[src/rtl/pipe_ctrl_pkg.sv]
// ---------------------------------------------------------------------------
// pipe_ctrl_pkg
// Shared constants for the pipeline hazard/sequencing controller.
//   state_t     : 2-bit controller state type
//   RUN         : normal pipeline operation
//   MEM_WAIT    : pipe frozen while data memory has not acknowledged
//   HALT        : memory timeout occurred, core stopped until reset
//   REG_ADDR_W  : width of a register-file address
//   REG_ZERO    : hard-wired zero register, never a hazard source
// ---------------------------------------------------------------------------
package pipe_ctrl_pkg;

    localparam int REG_ADDR_W = 5;

    localparam logic [REG_ADDR_W-1:0] REG_ZERO = 5'd0;

    typedef logic [1:0] state_t;

    localparam state_t RUN      = 2'b00;
    localparam state_t MEM_WAIT = 2'b01;
    localparam state_t HALT     = 2'b10;

endpackage

[src/rtl/load_use_detect.sv]
// ---------------------------------------------------------------------------
// load_use_detect
// Flags a load-use hazard: the instruction in ID/EX is a load whose
// destination register is a source of the instruction in IF/ID.
//   EXMemRead : ID/EX stage holds a load
//   EXrt      : load destination register in ID/EX
//   IDrs/IDrt : source register fields of the instruction in IF/ID
//   hazard    : 1 when a one-cycle bubble is needed
// ---------------------------------------------------------------------------
module load_use_detect
    import pipe_ctrl_pkg::*;
(
    input  logic                  EXMemRead,
    input  logic [REG_ADDR_W-1:0] EXrt,
    input  logic [REG_ADDR_W-1:0] IDrs,
    input  logic [REG_ADDR_W-1:0] IDrt,
    output logic                  hazard
);

    // A load into $0 writes nothing, so it can never feed a younger instruction.
    always_comb begin
        hazard = EXMemRead && (EXrt != REG_ZERO) &&
                 ((EXrt == IDrs) || (EXrt == IDrt));
    end

endmodule

[src/rtl/pipe_hazard_ctrl.sv]
// ---------------------------------------------------------------------------
// pipe_hazard_ctrl
// Central sequencer for the IF/ID, ID/EX, EX/MEM, MEM/WB registers and PC.
// Inserts load-use bubbles, redirects/flushes on taken branches resolved in
// MEM, and freezes the pipe while a data-memory access awaits acknowledge,
// halting the core if the wait exceeds MEM_TIMEOUT cycles.
//
// Parameters : MEM_TIMEOUT (max MEM_WAIT cycles), CNT_W (wait counter width)
// Inputs     : Clk, Reset (async, active high), IDrs, IDrt, EXMemRead, EXrt,
//              MEMBranch, MEMzero, MEMMemRead, MEMMemWrite, MemAck
// Outputs    : PCWrite, PCSrc, IFIDWrite, IFIDFlush, IDEXWrite, IDEXFlush,
//              EXMEMEnable, EXMEMFlush, MEMWBFlush, MemReq, MemTimeout
// Optional   : macro PERF_CNT_EN adds StallCycles[31:0] and FlushCount[15:0]
//              saturating performance counters.
// ---------------------------------------------------------------------------
module pipe_hazard_ctrl
    import pipe_ctrl_pkg::*;
#(
    parameter int MEM_TIMEOUT = 15,
    parameter int CNT_W       = 4
)
(
    input  logic                  Clk,
    input  logic                  Reset,
    input  logic [REG_ADDR_W-1:0] IDrs,
    input  logic [REG_ADDR_W-1:0] IDrt,
    input  logic                  EXMemRead,
    input  logic [REG_ADDR_W-1:0] EXrt,
    input  logic                  MEMBranch,
    input  logic                  MEMzero,
    input  logic                  MEMMemRead,
    input  logic                  MEMMemWrite,
    input  logic                  MemAck,
    output logic                  PCWrite,
    output logic                  PCSrc,
    output logic                  IFIDWrite,
    output logic                  IFIDFlush,
    output logic                  IDEXWrite,
    output logic                  IDEXFlush,
    output logic                  EXMEMEnable,
    output logic                  EXMEMFlush,
    output logic                  MEMWBFlush,
    output logic                  MemReq,
    output logic                  MemTimeout
`ifdef PERF_CNT_EN
    ,
    output logic [31:0]           StallCycles,
    output logic [15:0]           FlushCount
`endif
);

    state_t           state;
    state_t           state_next;
    logic [CNT_W-1:0] wait_cnt;
    logic [CNT_W-1:0] wait_cnt_next;
    logic             load_use;
    logic             branch_taken;
    logic             mem_access;

    load_use_detect u_load_use_detect (
        .EXMemRead (EXMemRead),
        .EXrt      (EXrt),
        .IDrs      (IDrs),
        .IDrt      (IDrt),
        .hazard    (load_use)
    );

    assign branch_taken = MEMBranch && MEMzero;
    assign mem_access   = MEMMemRead || MEMMemWrite;

    // Output decode and next-state logic. Outputs start from the RUN
    // defaults (everything advances) and each case only overrides what it
    // must. A freeze stops every stage up to EX/MEM and pushes a bubble into
    // MEM/WB so the stalled memory op is not written back twice.
    always_comb begin
        PCWrite       = 1'b1;
        IFIDWrite     = 1'b1;
        IDEXWrite     = 1'b1;
        EXMEMEnable   = 1'b1;
        PCSrc         = 1'b0;
        IFIDFlush     = 1'b0;
        IDEXFlush     = 1'b0;
        EXMEMFlush    = 1'b0;
        MEMWBFlush    = 1'b0;
        MemReq        = 1'b0;
        MemTimeout    = 1'b0;
        state_next    = state;
        wait_cnt_next = wait_cnt;

        if (Reset) begin
            PCWrite       = 1'b0;
            IFIDWrite     = 1'b0;
            IDEXWrite     = 1'b0;
            EXMEMEnable   = 1'b0;
            IFIDFlush     = 1'b1;
            IDEXFlush     = 1'b1;
            EXMEMFlush    = 1'b1;
            MEMWBFlush    = 1'b1;
            state_next    = RUN;
            wait_cnt_next = '0;
        end else begin
            case (state)
                RUN: begin
                    if (branch_taken) begin
                        PCSrc      = 1'b1;
                        IFIDFlush  = 1'b1;
                        IDEXFlush  = 1'b1;
                        EXMEMFlush = 1'b1;
                    end else if (mem_access) begin
                        MemReq = 1'b1;
                        // Without an immediate ack the freeze starts now, so
                        // this cycle already counts as the first wait cycle.
                        if (!MemAck) begin
                            PCWrite       = 1'b0;
                            IFIDWrite     = 1'b0;
                            IDEXWrite     = 1'b0;
                            EXMEMEnable   = 1'b0;
                            MEMWBFlush    = 1'b1;
                            state_next    = MEM_WAIT;
                            wait_cnt_next = CNT_W'(1);
                        end
                    end else if (load_use) begin
                        PCWrite   = 1'b0;
                        IFIDWrite = 1'b0;
                        IDEXFlush = 1'b1;
                    end
                end

                MEM_WAIT: begin
                    MemReq = 1'b1;
                    // An ack always wins over the timeout compare, even on
                    // the final allowed cycle.
                    if (MemAck) begin
                        state_next    = RUN;
                        wait_cnt_next = '0;
                    end else begin
                        PCWrite     = 1'b0;
                        IFIDWrite   = 1'b0;
                        IDEXWrite   = 1'b0;
                        EXMEMEnable = 1'b0;
                        MEMWBFlush  = 1'b1;
                        if (wait_cnt == CNT_W'(MEM_TIMEOUT)) begin
                            state_next = HALT;
                        end else begin
                            wait_cnt_next = wait_cnt + CNT_W'(1);
                        end
                    end
                end

                HALT: begin
                    PCWrite     = 1'b0;
                    IFIDWrite   = 1'b0;
                    IDEXWrite   = 1'b0;
                    EXMEMEnable = 1'b0;
                    MemTimeout  = 1'b1;
                end

                default: begin
                    state_next    = RUN;
                    wait_cnt_next = '0;
                end
            endcase
        end
    end

    // State and wait counter. HALT is only left through Reset, so the
    // sticky timeout flag is simply "state is HALT".
    always_ff @(posedge Clk or posedge Reset) begin
        if (Reset) begin
            state    <= RUN;
            wait_cnt <= '0;
        end else begin
            state    <= state_next;
            wait_cnt <= wait_cnt_next;
        end
    end

`ifdef PERF_CNT_EN
    // Saturating performance counters: stall cycles are any live (non-HALT)
    // cycle where the PC is held; flushes count taken branches in RUN.
    always_ff @(posedge Clk or posedge Reset) begin
        if (Reset) begin
            StallCycles <= '0;
            FlushCount  <= '0;
        end else begin
            if (((state == RUN) || (state == MEM_WAIT)) && !PCWrite &&
                (StallCycles != '1)) begin
                StallCycles <= StallCycles + 32'd1;
            end
            if ((state == RUN) && branch_taken && (FlushCount != '1)) begin
                FlushCount <= FlushCount + 16'd1;
            end
        end
    end
`endif

endmodule

[config.mk]
export PLATFORM = sky130hd
export DESIGN_NAME = pipe_hazard_ctrl
export DESIGN_NICKNAME = d
export VERILOG_FILES = /design/src/rtl/pipe_ctrl_pkg.sv /design/src/rtl/load_use_detect.sv /design/src/rtl/pipe_hazard_ctrl.sv
export SDC_FILE = /design/constraint.sdc
export NUM_CORES = 1
export LEC_CHECK = 0
export ABC_AREA = 1
export ABC_CLOCK_PERIOD_IN_PS = 1700
export BUFFER_PORTS_ARGS = -buffer_cell sky130_fd_sc_hd__buf_2
export CAP_MARGIN = 20
export CORE_MARGIN = 3
export CORE_UTILIZATION = 45
export DETAILED_ROUTE_END_ITERATION = 16
export PLACE_DENSITY = 0.82
export RECOVER_POWER = 50
export SKIP_LAST_GASP = 1
export SLEW_MARGIN = 15
export SYNTH_ARGS = -nofsm -noshare
export SYNTH_HDL_FRONTEND = slang
export SYNTH_SLANG_ARGS = --single-unit
[constraint.sdc]
create_clock -name Clk -period 1.7 [get_ports Clk]
set_clock_uncertainty 0.15 [all_clocks]
set_input_delay 0.085 -clock Clk [delete_from_list [all_inputs] [get_ports Clk]]
set_output_delay 0.085 -clock Clk [all_outputs]
set_load 0.01 [all_outputs]
==> After elaboration in Yosys (flattened, before gate mapping) <==
Index checks and enable logic that the tools add are counted.
{ "totals": {"n_memories": 0, "output_inout_bits": 11, "mem_bits_rw": 0, "rom_bits": 0, "latchBits": 0, "wordCells": 67, "reg_bits": 6} }
{ "classes": {"reduce_logical": 9, "order_cmp": 0, "muxes": 44, "bitwise_logic": 0, "addsub": 1, "n_div": 0, "eq_ne": 11, "mul": 0, "shift": 0} }
{ "ops": {"columns": ["op", "n"], "rows": [
  ["2-to-1 mux 1 bit", 26],
  ["2-to-1 mux 4 bit", 6],
  ["2-to-1 mux 2 bit", 6],
  ["one-hot mux 4 bit (3 select lines)", 1],
  ["== test 5 bit", 2],
  ["AND reduction 5 bit", 2],
  ["!= test 3 bit (second input constant)", 3],
  ["!= test 4 bit (second input constant)", 2],
  ["one-hot mux 1 bit (3 select lines)", 2],
  ["one-hot mux 2 bit (3 select lines)", 1],
  ["nonzero test 5 bit", 1],
  ["adder 4 x 1 -> 4 bit (second input constant)", 1],
  ["== test 4 bit (second input constant)", 1],
  ["one-hot mux 1 bit (2 select lines)", 2],
  ["logical AND 1 bit", 3],
  ["== test 2 x 1 -> 1 bit (second input constant)", 1],
  ["== test 2 bit (second input constant)", 1],
  ["zero test 2 bit", 1],
  ["logical OR 1 bit", 2],
  ["!= test 2 bit (second input constant)", 1]
]} }

==> Longest topological paths before layout <==
Gate-level depths: netlist (run 1).
{ "logic_depth": {"ltp_word": 8, "ltp_mapped": 10} }

==> Modules after synthesis <==
From an unflattened synthesis (run 1), not the netlist that was laid out.
{ "unflattened": {"hier_cells": 127, "hier_area_um2": 715.7} }
{ "modules_own_cells": {"columns": ["mod", "n_inst", "cells_per_inst", "area_each_um2"], "rows": [
  ["pipe_hazard_ctrl", 1, 82, 520.5],
  ["load_use_detect", 1, 45, 195.2]
]} }

==> Worst setup path after synthesis (run 1) <==
OpenSTA, ideal clock, no wires.
{ "synth_path": {"path_kind": "flip-flop to output port", "from": "reg state[1]", "to": "out PCWrite", "setup_slack_ns": 0.230, "arrival_ns": 1.235, "path_stages_with_launch": 8, "n_path_buf": 1, "path_cell_list": "dfrtp_1 -> inv_1 -> a21oi_1 -> a21oi_1 -> nor2_1 -> nand2_1 -> inv_1 -> buf_4"} }
{ "synth_via": {"elab_chain_len": 3, "elab_cells_between_ends": 5, "cone_classes": "eq/ne (2); mux (2); reduce/logical (1)"} }
{ "synth_rtl": {"columns": ["element", "line", "rtl"], "rows": [
  ["start: declaration", "pipe_hazard_ctrl.sv:52", "state_t state;"],
  ["start signal: assignment", "pipe_hazard_ctrl.sv:173", "state <= state_next;"],
  ["== test 2 bit (tied with other cells)", null, null],
  ["one-hot mux 1 bit (3 select lines) *", null, null],
  ["2-to-1 mux 1 bit *", null, null],
  ["end: declaration", "pipe_hazard_ctrl.sv:34", "output logic PCWrite,"]
]} }
Every way passes the cells marked *; elsewhere a longest branch is shown, timed or not.

==> Worst setup path in the final report (run 1) <==
{ "layout_path": {"from": "in Reset", "to": "out MemTimeout"} }
{ "layout_via": {"elab_chain_len": 1} }
{ "layout_rtl": {"columns": ["element", "line", "rtl"], "rows": [
  ["start: declaration", "pipe_hazard_ctrl.sv:24", "input logic Reset,"],
  ["2-to-1 mux 1 bit", "pipe_hazard_ctrl.sv:90", "if (Reset) begin"],
  ["end: declaration", "pipe_hazard_ctrl.sv:44", "output logic MemTimeout"]
]} }
No other way between the ends.

==> impl_results.md, run 1 <==
- Initial Util: 0.5208
- Antenna cells: 0
- Startpoint types: primary input
- GR Overflow Total: 0
- CP max stage cell: dlygate4sd3_1
- Clock Sinks: 6
- Storage cell area: between 150 and 200 um2
- Overall Global Routing Usage: 0.1820
- Worst-path clk slew: 40 ps
- Period utilisation layout: 0.9441
- Worst r2r path cells: 8
- Worst-case clock buffer depth: 2
- First-pass GRT wire length: 2891 um
- Share of layout cells above drive strength 1: 0.3210
- Post-synth top area share: 0.2037
- Power Total: ~0.0005 W
- Cell total after placement: ~170
- Multi-input logic area: between 400 and 500 um2
- Layout area overhead: 28.35%
- Root buffer cell: clkbuf_4
- CP delay by family, top: buffers and inverters
- Hold Fails Final Rpt: 0
- RD Place Congestion: roughly 0.91
- Vias: approximately 880
- CTS buffer count: 3
- Synth area leader: dfrtp_1
- Largest net degree at the start of global routing: 10
- Setup-failing EPs final: 0
- Pre-antenna DRT Iters: 4
- Warnings, synthesis: 0
- IR drop worst, VDD: around 0.65 mV
- Static Leak: roughly 0.62 nW
- Antenna violations before repair: 0
- Wire per inst: between 10 and 15 um
- Status: completed
- Synth unique cells: 25
- Synthesized area: 737.0 um2
- Core area: 1415 um2
- DR iter-0 viols: 14
- Buffers on Ports: 33
- Synth Area per Inst: between 5 and 6 um2
- Worst slew pin tran: 260.9 ps
- Die ar.: between 2000 and 2500 um2
- Die span in y: roughly 46 um
- Most frequent cells in the layout: 36 x nand2_1, 31 x buf_2, 25 x inv_1
- Fillers: ~130
- Final Max Slew Viols: 0
- Skew-Pair Late Insertion Delay: 230 ps
- Dpl cell area: around 900 um2
- Drt via density: ~5.0
- Number of global-route vias before repair: 760
- Sequential-to-total area share from yosys stat: 0.2037
- Synth area leaders: dfrtp_1 20%, nand2_1 18%, inv_1 13%
- Commonest non-fill, non-tap cell in the layout: nand2_1
- Hold slack: ~230 ps
- CP required: about 1500 ps
- FF-to-FF setup slack: between 150 and 200 ps
- WP buf/inv: 5
- Io pins: 34
- Fmax: ~620 MHz
- Die width: ~46 um
- RSZ-0062 raised after global routing: no
- R2R Path End: wait_cnt[3]
- Yosys reg bits: 6
- Critical path endpoint category: output pin
- Origin of the critical flop-to-flop path: wait_cnt[0]
- Final net count: ~190
- Post-Synthesis Cells: between 100 and 150
- Pwr Density: approximately 520 nW/um2
- Final instance area: 945.9 um2
- Critical path class: in -> out
- Worst Path Max Fanout: 9
- CTS tree: done
- Min cycle time layout: ~1600 ps
- Max_cap viols: 0
- H-Tree Level Count: 1
- Post-route setup TNS: 0 ps
- Critical path arrival: around 1400 ps
- Hold Path Class: in -> async
- CP max stage delay: around 530 ps
- DRC viols: 0
- DP Wirelength: between 1500 and 2000 um
- Routed wire length: 1789 um
- Final ANT Viol Nets: 0
- Finished Layout Cells: 177
- Syn Nets: between 150 and 200
- Max-slew headroom: 0.8246
- CP Cell Sequence: dlygate4sd3_1 -> clkbuf_4 -> inv_2 -> nand3_1 -> inv_1 -> buf_2
- Row Count: 13
-- what timing repair did --
item                                    4_1_cts  5_1_grt
pin swaps                                     0        2
endpoints found under the setup margin        2        3
hold buffers                                  2        0
gates resized for setup                       1        4
setup buffers                                 0        1
hold endpoints to repair                      7        0
-- worst max path at each step --
stage          slack, ps         from          end  cells after the start
3_5_place_dp         120  wait_cnt[0]  wait_cnt[3]                      8
5_1_grt                7        Reset   MemTimeout                      6
4_1_cts               30     state[1]      PCWrite                      7
3_3_place_gp         220  wait_cnt[0]  wait_cnt[3]                      8
2_1_floorplan        230     state[1]      PCWrite                      7
6_report              90        Reset   MemTimeout                      6
-- metal layers --
metal  vias up  GRT usage  wire length, um
li1        458          -                -
met1       387     0.2133              743
met2        31     0.3324              893
met3         2    0.02344              132
met4         0    0.06250               19
met5         -          0                0
-- state kept, by name, summed over array words and instances (netlist names) --
name	cells
state	2
wait_cnt	4
-- worst min-delay path: cells and delay by family --
family,cells,cell delay (ps)
buf+inv,3,880
-- logic make-up (layout without fill, tap and decap cells) --
logic type / count (synthesis) / after routing / synth area share
flip-flops: 6 / 6 / 0.2037
XOR/XNOR: 2 / 2 / 0.02377
AND/OR/NAND/NOR: 75 / 75 / 0.4771
buffers and inverters: 32 / 67 / 0.1885
adder cells (fa/ha/maj): 1 / 1 / 0.01698
AO/OA/AOI/OAI: 11 / 11 / 0.08999
-- area by class of cell --
cell class	instances	area share
clock buffer	3	0.02381
inverter	28	0.1111
multi-input combinational	89	0.4815
sequential	6	0.1587
tap	15	0.01984
timing repair buffer	36	0.2050
-- where the power goes --
part	internal, W	switching, W
logic	0.0000846	0.000124
clock network	0.0000793	0.0000428
registers	0.000153	0.0000108
-- synth_stat cells, drive strengths merged --
cell type	number
a21oi	4
nor2	18
nand3b	1
nand3	10
inv	28
buf	4
xnor2	2
a211oi	1
o31ai	1
o21ai	4
ha	1
dfrtp	6
nand2	40
o211ai	1
or2	1
nor3	2
nand4	3
-- per-stage QoR --
step                setup WS, ps    util
floorplan                  230.3       -
global placement           223.5  0.6269
detailed placement         120.3  0.6269
CTS                        32.91  0.6587
global route               6.988  0.6684
finish                     94.97  0.6684
(Power assumes the default switching activity.)
==> run 2: changes to the inputs <==
--- a/config.mk
+++ b/config.mk
@@ -5,12 +5,11 @@
 export SDC_FILE = /design/constraint.sdc
 export NUM_CORES = 1
 export LEC_CHECK = 0
-export ABC_AREA = 1
 export ABC_CLOCK_PERIOD_IN_PS = 1700
 export BUFFER_PORTS_ARGS = -buffer_cell sky130_fd_sc_hd__buf_2
 export CAP_MARGIN = 20
 export CORE_MARGIN = 3
-export CORE_UTILIZATION = 45
+export CORE_UTILIZATION = 42
 export DETAILED_ROUTE_END_ITERATION = 16
 export PLACE_DENSITY = 0.82
 export RECOVER_POWER = 50
==> impl_results.md, run 2 <==
- Worst-path clk slew: 50 ps (about the same)
- Worst Path Max Fanout: 3 (-6)
- Warnings, synthesis: 0 (unchanged)
- DRC viols: 0 (unchanged)
- Number of global-route vias before repair: 633 (-17%)
- Synth Area in Compound Gates: 0.2416 (+0.1516)
- Most frequent cells in the layout: 29 x buf_2, 10 x xor2_1, 9 x nand2_1
- Layout area overhead: 51.47%
- IR drop worst, VDD: 0.4183 mV (-35%)
- Buffers on Ports: 33 (unchanged)
- Util after Layout: 0.7418 (+0.07334)
- Syn Nets: 99 (-34%)
- Vias: 720 (-18%)
- Post-synthesis simple-gate area fraction: 0.2710 (-0.2061)
- Setup-failing EPs final: 2 (+2)
- Initial Util: 0.4897 (-0.03107)
- Sequential-to-total area share from yosys stat: 0.2521 (+0.04837)
- CP max stage cell: dfrtp_1
- WP buf/inv: 1 (-4)
- Die width: 43.66 um (-6.1%)
- RD Place Congestion: 0.7927 (-12%)
- DR iter-0 viols: 14 (unchanged)
- Post-synth ARST share: 1.000 (unchanged)
- GR Overflow Total: 0 (unchanged)
- Critical path arrival: 1520 ps (+150 ps)
- Synth top cells by count: 11 x nand2_1, 10 x xor2_1, 7 x nor2_1
- Static Leak: 0.4526 nW (-27%)
- Max FFs per register: 4 (unchanged)
- Fmax: 568.8 MHz (-8.7%)
- Storage cell area: 150.1 um2 (unchanged)
- Final net count: 144 (-23%)
- Post-Synthesis Cells: 75 (-41%)
- CP Cell Sequence: or2_4 -> a22oi_2 -> nand2_1 -> o21a_1 -> buf_2
- Status: complete, but fails checks
- Post-Synth XOR/XNOR Area: 0.1471 (+0.1233)
- Adder-Cell Fraction of Synth Area: 0.02101 (+0.004030)
- RSZ-0062 raised after global routing: yes
- Post-route setup TNS: -111.6 ps (-111.6 ps)
- First-pass GRT wire length: 2663 um (-7.9%)
- Antenna cells: 0 (unchanged)
- Pre-CTS setup slack: 66.43 ps (-53.87 ps)
- Drt via density: 5.455 (+10%)
- Wire per inst: 13.67 um (+35%)
- Hold Fails Final Rpt: 0 (unchanged)
- Synth Area per Inst: 7.941 um2 (+37%)
- Routed wire length: 1805 um (+0.89%)
- Overall Global Routing Usage: 0.1853 (+0.003378)
- Worst slew pin tran: 431.1 ps (+170.2 ps)
- Final Max Slew Viols: 0 (unchanged)
- Synthesized area: 595.6 um2 (-19%)
- Row Count: 12 (-1)
- Critical path class: reg -> out
- Critical path endpoint category: output pin
- Worst Slack Setup Final: -58.12 ps (-153.1 ps)
- Skew-Pair Late Insertion Delay: 250 ps (+20 ps)
- Startpoint types: register
- Max-slew headroom: 0.7116 (-0.1131)
- Worst-case clock buffer depth: 2 (unchanged)
- Share of layout cells above drive strength 1: 0.4322 (+0.1112)
- Pwr Density: 577.6 nW/um2 (+11%)
- Dpl cell area: 778.2 um2 (-12%)
- Fillers: 99 (-22%)
- CP required: 1460 ps (about the same)
- Max_cap viols: 0 (unchanged)
- Post-synth top flop: dfrtp_1
- Post-synth top area share: 0.2521 (+0.04837)
- Post-synthesis mux area share: 0.01681 (+0.01681)
- Synth area leaders: dfrtp_1 25%, xor2_1 15%, nand2_1 6.9%
- Largest net degree at the start of global routing: 8 (-2)
- Top Registers: wait_cnt x4, state x2
- Final ANT Viol Nets: 0 (unchanged)
- Die ar.: 1906 um2 (-12%)
- Io pins: 34 (unchanged)
- Root buffer cell: clkbuf_4
- H-Tree Level Count: 1 (unchanged)
- Clock Sinks: 6 (unchanged)
- Commonest non-fill, non-tap cell in the layout: buf_2
- Min cycle time layout: 1758 ps (+153.1 ps)
- Biggest register: wait_cnt
- Most common cell in the netlist: nand2_1
- Final instance area: 902.1 um2 (-4.6%)
- DP Wirelength: 1247 um (-20%)
- Period utilisation layout: 1.034 (+0.09005)
- CP delay by family, top: compound AO/OA/AOI/OAI gates
- Combinational family with the most area after synthesis: simple AND/OR/NAND/NOR gates
- Core area: 1216 um2 (-14%)
- Failing checks: setup timing
- Synth area leader: dfrtp_1
- Pre-antenna DRT Iters: 4 (unchanged)
- CP max stage delay: 380 ps (-150 ps)
- CTS buffer count: 3 (unchanged)
- Multi-input logic area: 442.9 um2 (-2.7%)
- Antenna violations before repair: 0 (unchanged)
- Yosys reg bits: 6 (unchanged)
- CTS tree: done
- Post-synth EDFFs: 0 (unchanged)
- Die span in y: 43.66 um (-6.1%)
- Synth unique cells: 30 (+20%)
- Hold Path Class: in -> reg
## run 2: cell count changes after synthesis, moves of 4 or more
| cell | delta |
|---|---|
| inv_1 | -24 |
| nand2_1 | -25 |
| nand2_2 | -4 |
| nand3_1 | -7 |
| nor2_1 | -8 |
| xor2_1 | +10 |
## run 2: cell type report
class                           count  share of cell area
Multi-Input combinational cell     64              0.4910
Timing Repair Buffer               43              0.2899
Sequential cell                     6              0.1664
Clock buffer                        3             0.02497
Tap cell                           14             0.01942
Inverter                            2            0.008322
## run 2: logic make-up after synthesis
group                    count (synthesis)
AND/OR/NAND/NOR                         33
multiplexers                             1
XOR/XNOR                                10
flip-flops                               6
buffers and inverters                    5
adder cells (fa/ha/maj)                  1
AO/OA/AOI/OAI                           19
## run 2: timing repair
| item | CTS | global route |
|---|---|---|
| hold buffers | 3 | 0 |
| pin swaps | 3 | 5 |
| gates cloned | 0 | 0 |
| hold endpoints to repair | 7 | 0 |
| resized for setup | 4 | 9 |
| buffers inserted | 0 | 4 |
| setup endpoints to repair | 2 | 7 |
## run 2: per-layer routing
| metal | global-route usage | part of all wire | up-vias |
|---|---|---|---|
| met2 | 0.2965 | 0.53 | 31 |
| met1 | 0.2145 | 0.38 | 338 |
| met4 | 0.07229 | 0.0066 | 0 |
| li1 | - | - | 349 |
| met5 | 0 | 0 | - |
| met3 | 0.08299 | 0.085 | 2 |
## run 2: power by group
group / switching, W / internal, W / leakage, nW
Combinational: 0.000108 / 0.000108 / 0.358
Clock: 0.0000564 / 0.0000802 / 0.0138
Sequential: 0.0000161 / 0.000153 / 0.0803
## run 2: final timing paths
kind	startpoint	endpoint	slack, ps	cells past startpoint
max	state[1]	PCWrite	-60	5
min	MemAck	state[0]	210	5
max reg2reg	state[1]	wait_cnt[3]	80	5
min reg2reg	wait_cnt[1]	wait_cnt[1]	400	1
max in group asynchronous	Reset	wait_cnt[3]	300	4
min in group asynchronous	Reset	wait_cnt[0]	860	4
## run 2: worst register-to-register path, delay by kind of cell (launching register included)
family                 cells  cell delay, ps
AND/OR/NAND/NOR            2             550
flip-flops                 1             380
buffers and inverters      2             380
AO/OA/AOI/OAI              1             100
## run 2: stage by stage
stage          cells  hold slack, ps  total power (W)
5_1_grt          132           269.3        0.0005602
3_5_place_dp     122          -44.04        0.0003449
2_1_floorplan     75          -252.1        0.0002759
4_1_cts          128           168.4        0.0004978
6_report         132           211.2        0.0005211
3_3_place_gp     122          -45.66        0.0003387
==> run 3: changes to the inputs <==
--- a/config.mk
+++ b/config.mk
@@ -11,6 +11,7 @@
 export CORE_MARGIN = 3
 export CORE_UTILIZATION = 42
 export DETAILED_ROUTE_END_ITERATION = 16
+export GPL_TIMING_DRIVEN = 0
 export PLACE_DENSITY = 0.82
 export RECOVER_POWER = 50
 export SKIP_LAST_GASP = 1
==> impl_results.md, run 3 (synthesized netlist as in run 2, its figures left out) <==
- Io pins: 34 (unchanged)
- Number of global-route vias before repair: 705 (+11%)
- Top Registers: wait_cnt x4, state x2
- Wire per inst: 14.91 um (+9.0%)
- DR iter-0 viols: 8 (-6)
- Critical path class: reg -> out
- Routed wire length: 1968 um (+9.0%)
- CP max stage cell: dfrtp_2
- CTS tree: done
- Clock Sinks: 6 (unchanged)
- RSZ-0062 raised after global routing: yes
- Startpoint types: register
- Static Leak: 0.4546 nW (+0.45%)
- Setup-failing EPs final: 8 (+6)
- Min cycle time layout: 1887 ps (+128.5 ps)
- Root buffer cell: clkbuf_4
- Die span in y: 43.66 um (unchanged)
- Max FFs per register: 4 (unchanged)
- Worst-case clock buffer depth: 2 (unchanged)
- First-pass GRT wire length: 2987 um (+12%)
- Cell total after placement: 122 (unchanged)
- Most frequent cells in the layout: 30 x buf_2, 11 x nand2_1, 10 x xor2_1
- Worst Slack Setup Final: -186.6 ps (-128.5 ps)
- GR Overflow Total: 0 (unchanged)
- Status: complete, but fails checks
- H-Tree Level Count: 1 (unchanged)
- Critical path arrival: 1650 ps (+130 ps)
- Core area: 1216 um2 (unchanged)
- Period utilisation layout: 1.110 (+0.07557)
- Initial Util: 0.4897 (unchanged)
- Layout area overhead: 53.15%
- Skew-Pair Late Insertion Delay: 250 ps (about the same)
- Buffers on Ports: 33 (unchanged)
- Antenna cells: 0 (unchanged)
- Die width: 43.66 um (unchanged)
- Finished Layout Cells: 132 (unchanged)
- Critical path endpoint category: output pin
- RD Place Congestion: 0.7771 (-2.0%)
- Row Count: 12 (unchanged)
- DP Wirelength: 1313 um (+5.3%)
- Worst Path Max Fanout: 4 (+1)
- Hold Path Class: in -> reg
- Hold slack: 57.37 ps (-153.8 ps)
- Commonest non-fill, non-tap cell in the layout: buf_2
- Failing checks: setup timing
- Max-slew headroom: 0.6920 (-0.01961)
- Max_cap viols: 0 (unchanged)
- Final Max Slew Viols: 0 (unchanged)
- DRC viols: 0 (unchanged)
- Drt via density: 5.591 (+2.5%)
- WP buf/inv: 2 (+1)
- Biggest register: wait_cnt
- Hold Fails Final Rpt: 0 (unchanged)
- IR drop worst, VDD: 0.4107 mV (-1.8%)
- CP max stage delay: 440 ps (+60 ps)
- Final ANT Viol Nets: 0 (unchanged)
- Share of layout cells above drive strength 1: 0.4746 (+0.04237)
- Pre-antenna DRT Iters: 4 (unchanged)
- Antenna violations before repair: 0 (unchanged)
- Worst slew pin tran: 460.9 ps (+29.80 ps)
- Worst-path clk slew: 50 ps (about the same)
- Overall Global Routing Usage: 0.2064 (+0.02103)
- Largest net degree at the start of global routing: 10 (+2)
- CP delay by family, top: flip-flops
- Die ar.: 1906 um2 (unchanged)
- Vias: 738 (+2.5%)
- Power Total: 0.0005242 W (+0.60%)
- CP required: 1460 ps (about the same)
- CP Cell Sequence: or2_4 -> a22oi_2 -> nand2_1 -> o21a_1 -> buf_4 -> buf_6
- CTS buffer count: 3 (unchanged)
- Pwr Density: 574.7 nW/um2 (-0.51%)
- Fmax: 530.1 MHz (-6.8%)
- Final net count: 144 (unchanged)
- Pre-CTS setup slack: -109.3 ps (-175.7 ps)
run 3: worst reg2reg max path, delay by kind of cell, from the launching register on:
family	cells	cell delay (ps)
simple gates	1	260
mux	1	210
buf+inv	3	410
compound gates	2	260
flops	1	440
run 3: metal layers:
| metal | vias up | GRT usage | wire [um] |
|---|---|---|---|
| met4 | 0 | 0.04217 | 41 |
| met3 | 4 | 0.06224 | 165 |
| met1 | 342 | 0.2192 | 745 |
| met5 | - | 0 | 0 |
| li1 | 354 | - | - |
| met2 | 38 | 0.3924 | 1016 |
run 3: cell type report:
class	instances	area (um2)
Multi-Input combinational cell	64	452.9
Fill cell	102	304.0
Timing Repair Buffer	40	234.0
Sequential cell	6	152.6
Clock buffer	3	22.52
Buffer	3	22.52
Tap cell	14	17.52
Inverter	2	10.01
run 3: final timing paths:
check	from	endpoint	slack (ps)	cells past startpoint
max reg2reg	state[1]	wait_cnt[0]	-140	7
max	state[1]	PCWrite	-190	6
max in group asynchronous	Reset	state[1]	950	3
min reg2reg	wait_cnt[1]	wait_cnt[1]	380	1
min in group asynchronous	Reset	wait_cnt[0]	310	3
min	MemAck	state[0]	60	4
run 3: power breakdown:
group / total, W / internal, W / leakage (nW) / switching [W]
Sequential: 0.000170 / 0.000153 / 0.0774 / 0.0000161
Combinational: 0.000223 / 0.000111 / 0.363 / 0.000112
Clock: 0.000132 / 0.0000799 / 0.0138 / 0.0000518
Total: 0.000524 / 0.000344 / 0.455 / 0.000180
run 3: through the flow:
step | utilization | area, um2 | TNS, ps
detailed placement | 0.6399 | 778.2 | -326.2
CTS | 0.7171 | 872.1 | -307.5
finish | 0.7500 | 912.1 | -637.4
global route | 0.7500 | 912.1 | -1247
floorplan | - | 595.6 | 0
global placement | 0.6399 | 778.2 | -221.4
run 3: timing repair:
action	in CTS	in global routing
buffers inserted	4	1
endpoints found under the setup margin	9	12
pin swaps	5	2
hold buffers	1	1
hold endpoints to repair	7	1
resized for setup	8	8
